<file path="src/rtl/fb_readback.sv">
// Frame-buffer readback: reads up to 32 consecutive pixels from the RAM read
// port and packs them LSB-first into one 32-bit custom-instruction result.
module fb_readback #(
  parameter int unsigned ADDR_W      = 12,
  parameter int unsigned RAM_LATENCY = 1,
  parameter int unsigned WORDS       = 128
) (
  input  logic              clk,
  input  logic              reset,
  input  logic              start,
  input  logic [31:0]       dataa,
  input  logic [31:0]       datab,
  output logic [ADDR_W-1:0] rdaddress,
  input  logic              q,
  output logic              busy,
  output logic [31:0]       result,
  output logic              done
);

  localparam int unsigned PIX_W = 5;
  localparam int unsigned CNT_W = 6;
  localparam int unsigned IDX_W = ADDR_W - PIX_W;

  typedef enum logic [1:0] {
    S_IDLE,
    S_READ,
    S_FINISH
  } state_t;

  state_t                 r_state;
  logic [ADDR_W-1:0]      r_addr;
  logic [CNT_W-1:0]       r_n;
  logic [CNT_W-1:0]       r_iss;
  logic [CNT_W-1:0]       r_smp;
  logic                   r_addr_vld;
  logic [RAM_LATENCY-1:0] r_pipe;
  logic                   r_busy;
  logic                   r_done;
  logic [31:0]            r_result;

  logic [CNT_W-1:0]       w_nraw;
  logic [CNT_W-1:0]       w_n;
  logic                   w_idx_ok;
  logic [ADDR_W-1:0]      w_base;
  logic                   w_smp;
  logic                   w_last;
  logic                   w_unused_bits;

  // Pixel count: 0 or anything above 32 means a full word.
  assign w_nraw   = datab[CNT_W-1:0];
  assign w_n      = ((w_nraw == '0) || (w_nraw > CNT_W'(32))) ? CNT_W'(32) : w_nraw;
  assign w_idx_ok = (dataa < 32'(WORDS));
  assign w_base   = {dataa[IDX_W-1:0], PIX_W'(0)};
  assign w_smp    = r_pipe[RAM_LATENCY-1];
  assign w_last   = w_smp && (r_smp == (r_n - CNT_W'(1)));

  assign w_unused_bits = &{1'b0, datab[31:CNT_W]};

  // Valid pipeline: a set bit at the tail means q now carries an issued address.
  generate
    if (RAM_LATENCY == 1) begin : g_pipe_1
      always_ff @(posedge clk) begin
        if (reset || (r_state != S_READ)) r_pipe <= '0;
        else                              r_pipe <= r_addr_vld;
      end
    end else begin : g_pipe_n
      always_ff @(posedge clk) begin
        if (reset || (r_state != S_READ)) r_pipe <= '0;
        else                              r_pipe <= {r_pipe[RAM_LATENCY-2:0], r_addr_vld};
      end
    end
  endgenerate

  always_ff @(posedge clk) begin
    if (reset) begin
      r_state    <= S_IDLE;
      r_addr     <= '0;
      r_n        <= '0;
      r_iss      <= '0;
      r_smp      <= '0;
      r_addr_vld <= 1'b0;
      r_busy     <= 1'b0;
      r_done     <= 1'b0;
      r_result   <= '0;
    end else begin
      r_done <= 1'b0;
      case (r_state)
        S_IDLE: begin
          if (start) begin
            r_result <= '0;
            if (w_idx_ok) begin
              r_addr     <= w_base;
              r_n        <= w_n;
              r_iss      <= CNT_W'(1);
              r_smp      <= '0;
              r_addr_vld <= 1'b1;
              r_busy     <= 1'b1;
              r_state    <= S_READ;
            end else begin
              // Out-of-range word: answer zero without touching the RAM.
              r_done  <= 1'b1;
              r_state <= S_FINISH;
            end
          end
        end
        S_READ: begin
          if (r_iss < r_n) begin
            r_addr     <= r_addr + ADDR_W'(1);
            r_iss      <= r_iss + CNT_W'(1);
            r_addr_vld <= 1'b1;
          end else begin
            r_addr_vld <= 1'b0;
          end
          if (w_smp) begin
            r_result[r_smp[PIX_W-1:0]] <= q;
            r_smp                      <= r_smp + CNT_W'(1);
          end
          if (w_last) begin
            r_busy  <= 1'b0;
            r_done  <= 1'b1;
            r_state <= S_FINISH;
          end
        end
        S_FINISH: begin
          r_state <= S_IDLE;
        end
        default: begin
          r_state <= S_IDLE;
        end
      endcase
    end
  end

  assign rdaddress = r_addr;
  assign busy      = r_busy;
  assign done      = r_done;
  assign result    = r_result;

endmodule
</file>
<file path="config.mk">
export PLATFORM = sky130hd
export DESIGN_NAME = fb_readback
export DESIGN_NICKNAME = d
export VERILOG_FILES = /design/src/rtl/fb_readback.sv
export SDC_FILE = /design/constraint.sdc
export NUM_CORES = 1
export LEC_CHECK = 0
export CELL_PAD_IN_SITES_DETAIL_PLACEMENT = 1
export CELL_PAD_IN_SITES_GLOBAL_PLACEMENT = 1
export CORE_MARGIN = 3
export CORE_UTILIZATION = 31
export DETAILED_ROUTE_END_ITERATION = 6
export PLACE_DENSITY = 0.83
export SKIP_CTS_REPAIR_TIMING = 1
export SYNTH_ARGS = -nofsm -noshare
export SYNTH_HDL_FRONTEND = slang
export SYNTH_SLANG_ARGS = --single-unit
export TNS_END_PERCENT = 20
</file>
<file path="constraint.sdc">
create_clock -name clk -period 3 [get_ports clk]
set_clock_uncertainty 0.2 [all_clocks]
set_input_delay 0.9 -clock clk [delete_from_list [all_inputs] [get_ports clk]]
set_output_delay 0.9 -clock clk [all_outputs]
set_load 0.02 [all_outputs]
</file>
==> impl_results.html <==
<table>
<tr><th>Metric</th><th>Value</th></tr>
<tr><th colspan="2">Global route</th></tr>
<tr><td>Global-route wire length before repair</td><td>20.8 mm</td></tr>
<tr><td>Initial antenna violation count</td><td>0</td></tr>
<tr><td>Tot GR Track Use</td><td>20.0%</td></tr>
<tr><td>Grt ovf</td><td>0</td></tr>
<tr><td>Maximum number of pins on one net before global-route repair</td><td>52</td></tr>
<tr><td>Vias in the first global route</td><td>4,205</td></tr>
<tr><th colspan="2">Yosys</th></tr>
<tr><td>Portion of synthesized cell area occupied by the leading cell type</td><td>37.9%</td></tr>
<tr><td>Flip-flop cell with the highest count after synthesis</td><td>sky130_fd_sc_hd__dfxtp_1</td></tr>
<tr><td>Number of distinct library cell variants in the gate-level netlist after synthesis</td><td>47</td></tr>
<tr><td>Synth top cells by count</td><td>87 x sky130_fd_sc_hd__a21oi_1, 68 x sky130_fd_sc_hd__dfxtp_1, 46 x sky130_fd_sc_hd__o21ai_0</td></tr>
<tr><td>Syn Inst Count</td><td>468</td></tr>
<tr><td>Post-Synthesis Cell Area</td><td>3600 µm²</td></tr>
<tr><td>Sequential element share of the synthesized area</td><td>37.9%</td></tr>
<tr><td>Count of state elements after synthesis</td><td>68</td></tr>
<tr><td>XOR/XNOR share of the synthesized area</td><td>2.92%</td></tr>
<tr><td>Average footprint of a synthesized cell</td><td>7.68 µm²</td></tr>
<tr><td>Simple-Gate Fraction of Synth Area</td><td>22.9%</td></tr>
<tr><td>Largest family of logic cells by synthesized area</td><td>compound AO/OA/AOI/OAI gates</td></tr>
<tr><td>Compound-gate portion of the synthesized area</td><td>26.0%</td></tr>
<tr><td>Most common cell in the synthesized netlist</td><td>sky130_fd_sc_hd__a21oi_1</td></tr>
<tr><td>Post-Syn Nets</td><td>548</td></tr>
<tr><td>Yosys synthesis warning count</td><td>0</td></tr>
<tr><td>Adder and majority cell fraction of the synthesized area</td><td>4.18%</td></tr>
<tr><td>Mux cell area share after synthesis</td><td>0.313%</td></tr>
<tr><td>Most area-hungry cell type in the Yosys netlist</td><td>sky130_fd_sc_hd__dfxtp_1</td></tr>
<tr><td>Dominant cells by area after synthesis</td><td>sky130_fd_sc_hd__dfxtp_1 38%, sky130_fd_sc_hd__a21oi_1 12%, sky130_fd_sc_hd__o21ai_0 6.4%</td></tr>
<tr><td>Number of flops mapped to enable cells by yosys</td><td>0</td></tr>
<tr><td>Async set-reset flop share out of synthesis</td><td>0%</td></tr>
<tr><th colspan="2">STA</th></tr>
<tr><td>Final slew viol count</td><td>0</td></tr>
<tr><td>Setup-failing EPs final</td><td>0</td></tr>
<tr><td>Rel. slew slack</td><td>38.7%</td></tr>
<tr><td>Crit path time final</td><td>2.97 ns</td></tr>
<tr><td>Unrepaired setup endpoints after global routing</td><td>yes</td></tr>
<tr><td>Transition time at the pin with the least slew margin</td><td>0.917 ns</td></tr>
<tr><td>Setup total negative slack</td><td>0 ns</td></tr>
<tr><td>Top achievable clock speed</td><td>337 MHz</td></tr>
<tr><td>Share of the clock period used by the worst path after layout</td><td>98.9%</td></tr>
<tr><td>Final number of hold-violating endpoints</td><td>0</td></tr>
<tr><th colspan="2">Clocking</th></tr>
<tr><td>Number of sinks handled by clock tree synthesis</td><td>68</td></tr>
<tr><td>Root Driver</td><td>sky130_fd_sc_hd__clkbuf_16</td></tr>
<tr><td>Depth of the CTS H-tree</td><td>3</td></tr>
<tr><td>Clk_lat worst skew</td><td>0.34 ns</td></tr>
<tr><td>Clock-pin slew reported for the worst setup and hold paths after clock tree synthesis</td><td>0.06 ns</td></tr>
<tr><td>Clock buffers created by TritonCTS</td><td>9</td></tr>
<tr><td>TritonCTS clock tree</td><td>built</td></tr>
<tr><td>Number of buffers between clock root and the deepest sink</td><td>2</td></tr>
<tr><th colspan="2">Critical path</th></tr>
<tr><td>Worst Setup Path Type</td><td>in -&gt; reg</td></tr>
<tr><td>Category of the worst setup path capture point</td><td>register</td></tr>
<tr><td>Critical Path Source Type</td><td>primary input</td></tr>
<tr><td>CP required</td><td>3.03 ns</td></tr>
<tr><td>Crit path DAT</td><td>3.00 ns</td></tr>
<tr><td>Largest fanout on the critical path</td><td>6</td></tr>
<tr><th colspan="2">Power and ir drop</th></tr>
<tr><td>Peak supply drop</td><td>0.000244 V</td></tr>
<tr><td>Static Leakage</td><td>0.00185 µW</td></tr>
<tr><td>Power Dens Cells</td><td>417 nW/µm²</td></tr>
<tr><th colspan="2">Detailed routing</th></tr>
<tr><td>Post-route ant nets</td><td>0</td></tr>
<tr><td>Total number of vias</td><td>3,917</td></tr>
<tr><td>Detailed Routing Iterations Pass 1</td><td>4</td></tr>
<tr><td>Routed wire per std cell</td><td>18.2 µm</td></tr>
<tr><td>Starting DRT DRC Count</td><td>200</td></tr>
<tr><td>Total wire length after detailed routing</td><td>12.8 mm</td></tr>
<tr><td>Via/cell ratio</td><td>5.56</td></tr>
<tr><td>Drt drc</td><td>0</td></tr>
<tr><th colspan="2">Placed design</th></tr>
<tr><td>Placed wire-length estimate</td><td>8.93 mm</td></tr>
<tr><td>Placed Instance Area</td><td>4720 µm²</td></tr>
<tr><td>Final estimated routing congestion in global placement</td><td>0.836</td></tr>
<tr><td>Port Buf Inserts</td><td>87</td></tr>
<tr><th colspan="2">Run</th></tr>
<tr><td>MaxCap Viol Count</td><td>0</td></tr>
<tr><th colspan="2">Floorplan</th></tr>
<tr><td>Standard-cell row count</td><td>38</td></tr>
<tr><td>Core Area</td><td>11,100 µm²</td></tr>
<tr><td>Vertical extent of the die</td><td>114 µm</td></tr>
<tr><td>I/O pins</td><td>114</td></tr>
<tr><td>Die footprint</td><td>12,900 µm²</td></tr>
<tr><td>Horizontal die dimension</td><td>114 µm</td></tr>
<tr><td>Initial Util</td><td>32.5%</td></tr>
<tr><th colspan="2">Cells and area</th></tr>
<tr><td>Core occupancy in the finished layout</td><td>46.3%</td></tr>
<tr><td>Layout area overhead</td><td>42.6%</td></tr>
<tr><td>Proportion of layout cells with a drive suffix above 1</td><td>11.2%</td></tr>
<tr><td>Fin nets</td><td>639</td></tr>
<tr><td>N_diodes</td><td>0</td></tr>
<tr><td>Final standard cell area without fillers</td><td>5130 µm²</td></tr>
<tr><th colspan="2">Min path</th></tr>
<tr><td>Hold Path Class</td><td>reg -&gt; reg</td></tr>
<tr><th colspan="2">Run status</th></tr>
<tr><td>Status</td><td>finished clean</td></tr>
</table>
## power breakdown
| group | total, µW | switching, µW | leakage, µW | internal (µW) |
|---|---|---|---|---|
| combinational | 139 | 67.7 | 0.00116 | 71.7 |
| sequential | 911 | 5.85 | 0.000548 | 905 |
| clock | 1090 | 417 | 0.000140 | 669 |
| total | 2140 | 491 | 0.00185 | 1650 |
## layout by cell type, fill, tap and decap left out, types with 3 or more instances in the layout
cell	n
sky130_fd_sc_hd__dlymetal6s2s_1	6
sky130_fd_sc_hd__nand4_1	4
sky130_fd_sc_hd__xnor2_1	6
sky130_fd_sc_hd__nor2_1	21
sky130_fd_sc_hd__nor3b_1	3
sky130_fd_sc_hd__xor2_1	6
sky130_fd_sc_hd__o211ai_1	3
sky130_fd_sc_hd__inv_1	14
sky130_fd_sc_hd__buf_4	30
sky130_fd_sc_hd__o21a_1	4
sky130_fd_sc_hd__a211oi_1	8
sky130_fd_sc_hd__clkbuf_16	9
sky130_fd_sc_hd__nor4_1	3
sky130_fd_sc_hd__clkdlybuf4s50_1	81
sky130_fd_sc_hd__or3_1	3
sky130_fd_sc_hd__nor4_2	4
sky130_fd_sc_hd__and3_1	7
sky130_fd_sc_hd__a21oi_1	86
sky130_fd_sc_hd__nor3_1	8
sky130_fd_sc_hd__nand2_1	29
sky130_fd_sc_hd__o21ai_0	45
sky130_fd_sc_hd__clkbuf_1	3
sky130_fd_sc_hd__nand3b_1	7
sky130_fd_sc_hd__dfxtp_1	68
sky130_fd_sc_hd__and2_1	5
sky130_fd_sc_hd__ha_1	12
sky130_fd_sc_hd__nand3_1	41
sky130_fd_sc_hd__o31ai_1	3
## area by class of cell
type                       instances  area (µm²)
fill                            1356        5950
multi-input combinational        347        2100
sequential                        68        1360
timing repair buffer             119        1140
clock buffer                      13         250
tap                              140         175
inverter                          14        52.6
clock inverter                     3        46.3
## final timing paths
path	startpoint	to	slack [ns]	depth (start not counted)
min	result[22]$_SDFFE_PP0P_	result[22]$_SDFFE_PP0P_	0.28	2
max reg2reg	r_n[3]$_SDFFE_PP0P_	r_iss[4]$_SDFFE_PP0P_	0.15	8
max	dataa[31]	rdaddress[6]$_SDFFE_PP0P_	0.03	9
min reg2reg	result[22]$_SDFFE_PP0P_	result[22]$_SDFFE_PP0P_	0.28	2
## critical path, cell delays in order
cell and delay (ns):
sky130_fd_sc_hd__clkdlybuf4s50_1 0.42, sky130_fd_sc_hd__nor4_2 0.28, sky130_fd_sc_hd__nand4_1 0.19, sky130_fd_sc_hd__or3_4 0.44, sky130_fd_sc_hd__buf_4 0.19, sky130_fd_sc_hd__a21oi_4 0.16
sky130_fd_sc_hd__buf_6 0.14, sky130_fd_sc_hd__a21boi_0 0.09, sky130_fd_sc_hd__o21a_1 0.18
## logic make-up (layout without fill, tap and decap cells)
| kind of cell | Yosys count | count (layout) |
|---|---|---|
| muxes | 1 | 1 |
| xor gates and xnor gates | 12 | 12 |
| and+or+nand+nor | 154 | 154 |
| AOI/OAI and AO/OA | 167 | 168 |
| adders and majority gates | 12 | 12 |
| DFF | 68 | 68 |
| buffers and inverters | 54 | 149 |
## registers in the layout (all words and copies together), names as in the netlist
register,cells
result,32
rdaddress,12
r_iss,6
r_n,6
r_smp,6
r_state,2
busy,1
done,1
r_addr_vld,1
r_pipe,1
## metrics by stage
| step | cells | power, µW | setup WS (ns) | hold slack, ns |
|---|---|---|---|---|
| 6_report | 704 | 2140 | 0.0320 | 0.279 |
| 5_1_grt | 704 | 2200 | -0.114 | 0.304 |
| 4_1_cts | 701 | 2150 | -0.112 | 0.279 |
| 3_5_place_dp | 685 | 1060 | -0.426 | 0.271 |
| 3_3_place_gp | 685 | 1060 | -0.408 | 0.256 |
| 2_1_floorplan | 468 | 976 | 0.114 | 0.245 |
## per-layer routing
metal / track usage, % / vias up / wire length [µm]
li1: - / 1877 / -
met4: 7.29 / 0 / 188
met1: 24.0 / 1941 / 5490
met3: 3.66 / 16 / 426
met5: 0 / - / 0
met2: 35.5 / 83 / 6730
Power figures use the tool's default switching activity.
